[src/rtl/sm3_msg_arb_pkg.sv]
// Shared types and constants for the SM3 multi-requester message arbiter.
package sm3_arb_pkg;

  localparam int SM3_DGST_W  = 256;
  localparam int ARB_MAX_REQ = 4;
  localparam int GNT_W       = 2;

  typedef enum logic [1:0] {
    IDLE     = 2'd0,
    MSG      = 2'd1,
    WAIT_RES = 2'd2,
    RESP     = 2'd3
  } arb_st_e;

endpackage

[src/rtl/sm3_msg_arb_if.sv]
// Requester-side and core-side signal bundle of the SM3 message arbiter.
// master: the arbiter's view; slave: the surrounding requesters and core.
interface sm3_msg_arb_if import sm3_arb_pkg::*; #(
  parameter int REQ_NUM = 2,
  parameter int DW      = 32,
  parameter int BW      = DW / 8
);

  logic [REQ_NUM-1:0]    req_vld;
  logic [REQ_NUM*DW-1:0] req_d;
  logic [REQ_NUM*BW-1:0] req_vld_byte;
  logic [REQ_NUM-1:0]    req_lst;
  logic [REQ_NUM-1:0]    req_rdy;
  logic [REQ_NUM-1:0]    res_vld;
  logic [SM3_DGST_W-1:0] res;

  logic [DW-1:0]         msg_inpt_d;
  logic [BW-1:0]         msg_inpt_vld_byte;
  logic                  msg_inpt_vld;
  logic                  msg_inpt_lst;
  logic                  msg_inpt_rdy;
  logic                  cmprss_otpt_vld;
  logic [SM3_DGST_W-1:0] cmprss_otpt_res;

  modport master (
    input  req_vld, req_d, req_vld_byte, req_lst,
    input  msg_inpt_rdy, cmprss_otpt_vld, cmprss_otpt_res,
    output req_rdy, res_vld, res,
    output msg_inpt_d, msg_inpt_vld_byte, msg_inpt_vld, msg_inpt_lst
  );

  modport slave (
    output req_vld, req_d, req_vld_byte, req_lst,
    output msg_inpt_rdy, cmprss_otpt_vld, cmprss_otpt_res,
    input  req_rdy, res_vld, res,
    input  msg_inpt_d, msg_inpt_vld_byte, msg_inpt_vld, msg_inpt_lst
  );

endinterface

[src/rtl/sm3_msg_arb_pick.sv]
// Combinational winner select: first asserted request found when scanning
// upward from the start index, wrapping at REQ_NUM.
module sm3_arb_pick import sm3_arb_pkg::*; #(
  parameter int REQ_NUM = 2
) (
  input  logic [REQ_NUM-1:0] req,
  input  logic [GNT_W-1:0]   start,
  output logic [GNT_W-1:0]   win,
  output logic               any
);

  int sidx;

  // rotating scan; the first hit wins and later hits are masked by any
  always_comb begin
    win  = '0;
    any  = 1'b0;
    sidx = 0;
    for (int i = 0; i < REQ_NUM; i++) begin
      sidx = int'(start) + i;
      if (sidx >= REQ_NUM) sidx = sidx - REQ_NUM;
      for (int j = 0; j < REQ_NUM; j++) begin
        if (!any && (j == sidx) && req[j]) begin
          win = GNT_W'(j);
          any = 1'b1;
        end
      end
    end
  end

endmodule

[src/rtl/sm3_msg_arb.sv]
// SM3 message arbiter: grants one of REQ_NUM requesters for a whole message,
// forwards its words to the core, waits for the digest and pulses it back
// to the owner.
// SM3_ARB_RR_EN : round-robin arbitration (otherwise fixed priority, index 0 highest).
// SM3_INPT_DW_64: 64-bit message words (otherwise 32-bit).
module sm3_msg_arb import sm3_arb_pkg::*; #(
  parameter int REQ_NUM = 2,
`ifdef SM3_INPT_DW_64
  parameter int DW      = 64,
`else
  parameter int DW      = 32,
`endif
  parameter int BW      = DW / 8
) (
  input  logic             clk,
  input  logic             rst,
  sm3_msg_arb_if.master    bus,
  output logic [GNT_W-1:0] gnt_id,
  output logic             busy
);

  arb_st_e               state_q, state_d;
  logic [GNT_W-1:0]      gnt_q;
  logic [GNT_W-1:0]      pick_start;
  logic [GNT_W-1:0]      pick_win;
  logic                  pick_any;
  logic [SM3_DGST_W-1:0] res_q;

`ifdef SM3_ARB_RR_EN
  logic [GNT_W-1:0]      last_gnt_q;

  assign pick_start = (last_gnt_q == GNT_W'(REQ_NUM - 1)) ? '0 : last_gnt_q + 1'b1;
`else
  assign pick_start = '0;
`endif

  sm3_arb_pick #(.REQ_NUM(REQ_NUM)) u_pick (
    .req   (bus.req_vld),
    .start (pick_start),
    .win   (pick_win),
    .any   (pick_any)
  );

  // state register
  always_ff @(posedge clk) begin
    if (rst) state_q <= IDLE;
    else     state_q <= state_d;
  end

  // grant owner (and round-robin pointer) captured when leaving IDLE
  always_ff @(posedge clk) begin
    if (rst) begin
      gnt_q      <= '0;
`ifdef SM3_ARB_RR_EN
      last_gnt_q <= GNT_W'(REQ_NUM - 1);
`endif
    end else if (state_q == IDLE && pick_any) begin
      gnt_q      <= pick_win;
`ifdef SM3_ARB_RR_EN
      last_gnt_q <= pick_win;
`endif
    end
  end

  // digest capture; stray digests outside WAIT_RES leave res untouched
  always_ff @(posedge clk) begin
    if (rst)                                         res_q <= '0;
    else if (state_q == WAIT_RES && bus.cmprss_otpt_vld) res_q <= bus.cmprss_otpt_res;
  end

  // next state, owner routing onto the core port and result pulse
  always_comb begin
    state_d               = state_q;
    bus.msg_inpt_d        = '0;
    bus.msg_inpt_vld_byte = '0;
    bus.msg_inpt_vld      = 1'b0;
    bus.msg_inpt_lst      = 1'b0;
    bus.req_rdy           = '0;
    bus.res_vld           = '0;
    case (state_q)
      IDLE: begin
        if (pick_any) state_d = MSG;
      end
      MSG: begin
        for (int k = 0; k < REQ_NUM; k++) begin
          if (GNT_W'(k) == gnt_q) begin
            bus.msg_inpt_d        = bus.req_d[k*DW +: DW];
            bus.msg_inpt_vld_byte = bus.req_vld_byte[k*BW +: BW];
            bus.msg_inpt_vld      = bus.req_vld[k];
            bus.msg_inpt_lst      = bus.req_lst[k];
            bus.req_rdy[k]        = bus.msg_inpt_rdy;
          end
        end
        if (bus.msg_inpt_vld && bus.msg_inpt_rdy && bus.msg_inpt_lst) state_d = WAIT_RES;
      end
      WAIT_RES: begin
        if (bus.cmprss_otpt_vld) state_d = RESP;
      end
      RESP: begin
        for (int k = 0; k < REQ_NUM; k++) begin
          if (GNT_W'(k) == gnt_q) bus.res_vld[k] = 1'b1;
        end
        state_d = IDLE;
      end
      default: state_d = IDLE;
    endcase
  end

  assign bus.res = res_q;
  assign gnt_id  = gnt_q;
  assign busy    = (state_q == MSG) || (state_q == WAIT_RES);

endmodule
[src/flat_wrapper.sv]
// flat-port wrapper written by rule: the top's interface ports become plain ports
module sm3_msg_arb_flat import sm3_arb_pkg::*;
#(
  parameter int REQ_NUM = 2,

  parameter int DW      = 32,

  parameter int BW      = DW / 8
)
  (clk, rst, gnt_id, busy, bus_req_vld, bus_req_d, bus_req_vld_byte, bus_req_lst, bus_msg_inpt_rdy, bus_cmprss_otpt_vld, bus_cmprss_otpt_res, bus_req_rdy, bus_res_vld, bus_res, bus_msg_inpt_d, bus_msg_inpt_vld_byte, bus_msg_inpt_vld, bus_msg_inpt_lst);
  sm3_msg_arb_if #(.REQ_NUM(REQ_NUM), .DW(DW), .BW(BW)) bus_i ();
  input  logic clk;
  input  logic rst;
  output logic [GNT_W-1:0] gnt_id;
  output logic busy;
  input wire logic [$bits(bus_i.req_vld)-1:0] bus_req_vld;
  input wire logic [$bits(bus_i.req_d)-1:0] bus_req_d;
  input wire logic [$bits(bus_i.req_vld_byte)-1:0] bus_req_vld_byte;
  input wire logic [$bits(bus_i.req_lst)-1:0] bus_req_lst;
  input wire logic [$bits(bus_i.msg_inpt_rdy)-1:0] bus_msg_inpt_rdy;
  input wire logic [$bits(bus_i.cmprss_otpt_vld)-1:0] bus_cmprss_otpt_vld;
  input wire logic [$bits(bus_i.cmprss_otpt_res)-1:0] bus_cmprss_otpt_res;
  output wire logic [$bits(bus_i.req_rdy)-1:0] bus_req_rdy;
  output wire logic [$bits(bus_i.res_vld)-1:0] bus_res_vld;
  output wire logic [$bits(bus_i.res)-1:0] bus_res;
  output wire logic [$bits(bus_i.msg_inpt_d)-1:0] bus_msg_inpt_d;
  output wire logic [$bits(bus_i.msg_inpt_vld_byte)-1:0] bus_msg_inpt_vld_byte;
  output wire logic [$bits(bus_i.msg_inpt_vld)-1:0] bus_msg_inpt_vld;
  output wire logic [$bits(bus_i.msg_inpt_lst)-1:0] bus_msg_inpt_lst;
  assign bus_i.req_vld = bus_req_vld;
  assign bus_i.req_d = bus_req_d;
  assign bus_i.req_vld_byte = bus_req_vld_byte;
  assign bus_i.req_lst = bus_req_lst;
  assign bus_i.msg_inpt_rdy = bus_msg_inpt_rdy;
  assign bus_i.cmprss_otpt_vld = bus_cmprss_otpt_vld;
  assign bus_i.cmprss_otpt_res = bus_cmprss_otpt_res;
  assign bus_req_rdy = bus_i.req_rdy;
  assign bus_res_vld = bus_i.res_vld;
  assign bus_res = bus_i.res;
  assign bus_msg_inpt_d = bus_i.msg_inpt_d;
  assign bus_msg_inpt_vld_byte = bus_i.msg_inpt_vld_byte;
  assign bus_msg_inpt_vld = bus_i.msg_inpt_vld;
  assign bus_msg_inpt_lst = bus_i.msg_inpt_lst;
  sm3_msg_arb #(.REQ_NUM(REQ_NUM), .DW(DW), .BW(BW)) u_core (.clk(clk), .rst(rst), .bus(bus_i), .gnt_id(gnt_id), .busy(busy));
endmodule
[config.mk]
export PLATFORM = sky130hd
export DESIGN_NAME = sm3_msg_arb_flat
export DESIGN_NICKNAME = d
export VERILOG_FILES = /design/src/rtl/sm3_msg_arb_pkg.sv /design/src/rtl/sm3_msg_arb_if.sv /design/src/rtl/sm3_msg_arb_pick.sv /design/src/rtl/sm3_msg_arb.sv /design/src/flat_wrapper.sv
export SDC_FILE = /design/constraint.sdc
export NUM_CORES = 1
export LEC_CHECK = 0
export BUFFER_PORTS_ARGS = -buffer_cell sky130_fd_sc_hd__buf_2
export CAP_MARGIN = 20
export CELL_PAD_IN_SITES_DETAIL_PLACEMENT = 1
export CELL_PAD_IN_SITES_GLOBAL_PLACEMENT = 1
export CORE_AREA = 4 4 245 247
export DETAILED_ROUTE_END_ITERATION = 6
export DIE_AREA = 0 0 249 251
export GPL_TIMING_DRIVEN = 1
export PLACE_DENSITY_LB_ADDON = 0.2
export SYNTH_ARGS = -nofsm -noshare
export SYNTH_HDL_FRONTEND = slang
export SYNTH_SLANG_ARGS = --single-unit
[constraint.sdc]
create_clock -name clk -period 3.1 [get_ports clk]
set_input_delay 0.62 -clock clk [delete_from_list [all_inputs] [get_ports clk]]
set_output_delay 0.62 -clock clk [all_outputs]
set_load 0.05 [all_outputs]
==> parameters.txt <==
Parameter                              Value

Power
  Leakage power total ... approximately 6.6 nW
  Maximum VDD drop ... around 0.00038 V
  Areal power density over the cells ... 825.2 mW/mm^2

Synth
  Combinational family with the most area after synthesis ... simple AND/OR/NAND/NOR gates
  Basic-gate share of the synthesized area counting and, or, nand and nor cells ... between 20% and 30%
  Post-synth net total ... roughly 1.6k
  Proportion of synthesized chip area in sequential cells ... between 50% and 60%
  Dominant cell type by area after synthesis ... sky130_fd_sc_hd__dfxtp_1
  Largest cells by area after synthesis ... sky130_fd_sc_hd__dfxtp_1 (53%), sky130_fd_sc_hd__nand2_1 (20%), sky130_fd_sc_hd__a21oi_1 (13%), sky130_fd_sc_hd__mux2i_1 (3.9%), sky130_fd_sc_hd__buf_6 (3.0%)
  XOR/XNOR Fraction of Synth Area ... 0%
  Compound-gate portion of the synthesized area ... between 10 and 15%
  Area share of the leading cell type in the synthesized netlist ... between 50% and 60%
  Proportion of synthesized area in mux cells ... 3.865%
  Number of unique standard cell types used by synthesis ... 24
  Number of synthesized register bits ... ~260
  Average instance area after synthesis ... 8.015 sq um
  Yosys warns ... 0
  Adder and majority gate portion of the synthesized area ... less than 1%
  Number of instances in the synthesized netlist ... roughly 1.2k
  Cell Area, Synth ... slightly below 0.01 sq mm

Final layout
  Commonest cells after routing, fill and taps aside ... sky130_fd_sc_hd__buf_2 (634), sky130_fd_sc_hd__nand2_1 (513), sky130_fd_sc_hd__a21oi_1 (260)
  Number of filler instances in the final layout ... around 7.1k
  Share of final-layout standard cells stronger than drive strength 1 ... slightly below 40%
  Area delta synth->final ... 50.01%
  Final-stage net count ... between 2k and 2.5k
  Most common library cell in the layout ignoring fill and taps ... sky130_fd_sc_hd__buf_2
  Non-Filler Cell Area, Final ... ~0.015 sq mm
  Final cell utilization of the core ... between 20% and 30%

Setup path
  Worst setup EP type ... output pin
  CP Data Arrival Time ... 1990 ps
  Maximum fanout along the worst path ... 28
  Path type of the worst setup path ... reg2out
  Endpoint required time on the critical path ... 2480 ps
  Element type at the critical path start ... flip-flop

Drt
  Detail-routed net length per standard cell ... ~17 um
  Per-cell via count in the routed design ... slightly below 4
  Count of routing violations after the opening detailed-route iteration ... 343
  First drt pass iteration count ... 4
  Number of nets still failing antenna checks after routing ... 0
  Total Wirelength ... about 45 mm
  Number of vias in the routed layout ... ~10k
  DRC violations left ... 0

Timing
  Final number of max-transition violations ... 0
  Transition time at the pin with the least slew margin ... roughly 600 ps
  RSZ-0062 raised after global routing ... false
  Sum of negative setup slack ... 0 ps
  Worst slew margin ... approximately three fifths
  Final hold violation count ... 0
  Clock period minus final worst setup slack ... approximately 2600 ps
  Setup skew after layout ... roughly 10 ps
  Worst hold slack ... around 330 ps
  Highest clock frequency the design can meet ... 0.3830 GHz
  Final setup violation count ... 0
  Tcrit/Tclk final ... 84.22%

Run
  Reported max-cap violation count ... 0

Floorplan
  Placeable Area ... between 0.05 and 0.06 sq mm
  Floorplan die area ... 0.06250 sq mm
  Total I/O pin count ... about 640
  Number of core rows ... ~90
  Initial Utilization ... between 10% and 20%
  Floorplan die width ... between 200 and 250 um
  DIE HEIGHT ... between 200 and 300 um

Global route
  Number of antenna violations at the first check in global routing ... 9
  Aggregate global-route resource usage ... a little over an eighth
  Number of global-route vias before repair ... about 11k
  Largest net degree at the start of global routing ... 96
  Sum of overflow across all layers after global routing ... 0
  First-pass GRT wire length ... 66.76 mm

Placed design
  Final HPWL from detailed placement ... between 30 and 40 mm
  RePlAce Congestion ... about 0.8
  # port buffers ... about 640
  Placement-stage cell area ... ~0.014 sq mm

CTS
  Post-CTS setup buffers ... 0
  CTS Sinks ... 259
  Clock Pin Slew Worst Setup and Hold Paths ... around 60 ps
  Total of cells resized after clock tree synthesis ... 0
  CTS tree ... yes
  Number of buffers created by CTS ... 34
  H-tree depth reported by CTS ... 2
  Number of buffers on the longest clock path ... 3
  CTS Hold Bufs ... 0
  Master cell of the clock root buffer ... sky130_fd_sc_hd__clkbuf_16
  Clock latency on the worst-skew pair ... between 500 and 600 ps

Min path
  Min-Delay Path Class ... in2reg

Status
  Run status ... finished clean
-- final timing paths --
| check | start | endpoint | slack [ps] | cells after the start |
|---|---|---|---|---|
| hold reg to reg | u_core.bus.res[23]$_SDFFE_PP0P_ | u_core.bus.res[23]$_SDFFE_PP0P_ | 450 | 2 |
| setup / recovery | u_core.gnt_id[0]$_SDFFE_PP0P_ | bus_msg_inpt_d[26] | 490 | 4 |
| setup reg to reg | u_core.state_q[0]$_SDFFE_PP0P_ | u_core.bus.res[145]$_SDFFE_PP0P_ | 1030 | 6 |
| hold / removal | bus_cmprss_otpt_res[238] | u_core.bus.res[238]$_SDFFE_PP0P_ | 330 | 3 |
-- cells in the mapped netlist, drive strengths merged --
cell type,instances
and3,1
a311oi,1
dfxtp,259
buf,67
mux2i,38
nand4b,1
a21o,1
nand3,2
a21oi,260
a211oi,1
ha,5
nor2b,40
inv,2
nand2,514
nor2,3
clkbuf,29
and2,2
conb,1
nand4,1
-- per-stage QoR --
step / power [mW] / setup WS [ps] / cells
2_1_floorplan: 7.315 / 646.2 / 1228
3_3_place_gp: 8.441 / 1023 / 2556
3_5_place_dp: 8.490 / 980.0 / 2556
4_1_cts: 12.46 / 428.3 / 2614
5_1_grt: 12.87 / 336.5 / 2620
6_report: 12.18 / 489.0 / 2621
-- power by group --
| group | leakage, nW | internal (mW) | switching (mW) |
|---|---|---|---|
| sequential | 2.09 | 3.72 | 0.212 |
| combinational | 3.99 | 1.10 | 3.31 |
| clock | 0.533 | 2.34 | 1.50 |
| total | 6.62 | 7.16 | 5.02 |
-- state kept, by name (all words and copies together), names as in the netlist --
| register | flops |
|---|---|
| u_core.bus.res | 256 |
| u_core.gnt_id | 1 |
| u_core.state_q | 2 |
-- per-layer routing --
metal | track usage, % | vias up | wire length [um]
met5 | 0 | - | 20
met4 | 4.472 | 2 | 1179
met3 | 4.366 | 57 | 3130
met2 | 26.70 | 363 | 24700
met1 | 13.67 | 4831 | 16340
li1 | - | 5152 | -
-- area by class of cell --
class / count / area (sq um) / share of cell area, %
Sequential cell: 259 / 5186 / 35.13
Tap cell: 765 / 957.2 / 6.483
Multi-Input combinational cell: 871 / 4021 / 27.24
Timing Repair Buffer: 659 / 3492 / 23.65
Clock buffer: 51 / 1016 / 6.881
Inverter: 2 / 7.507 / 0.05085
Clock inverter: 7 / 66.31 / 0.4492
Antenna cell: 7 / 17.52 / 0.1186
-- critical path, stage by stage (launching register included) --
cell and delay, ps:
sky130_fd_sc_hd__dfxtp_2 680, sky130_fd_sc_hd__buf_12 280, sky130_fd_sc_hd__mux2i_1 110, sky130_fd_sc_hd__nor2b_1 110, sky130_fd_sc_hd__buf_2 270
-- logic make-up after synthesis --
group / after synthesis
AOI/OAI and AO/OA: 263
adders and majority gates: 5
buffers and inverters: 98
DFF: 259
muxes: 38
other: 1
and+or+nand+nor: 564
No activity file was read; power rests on OpenSTA's default activity.
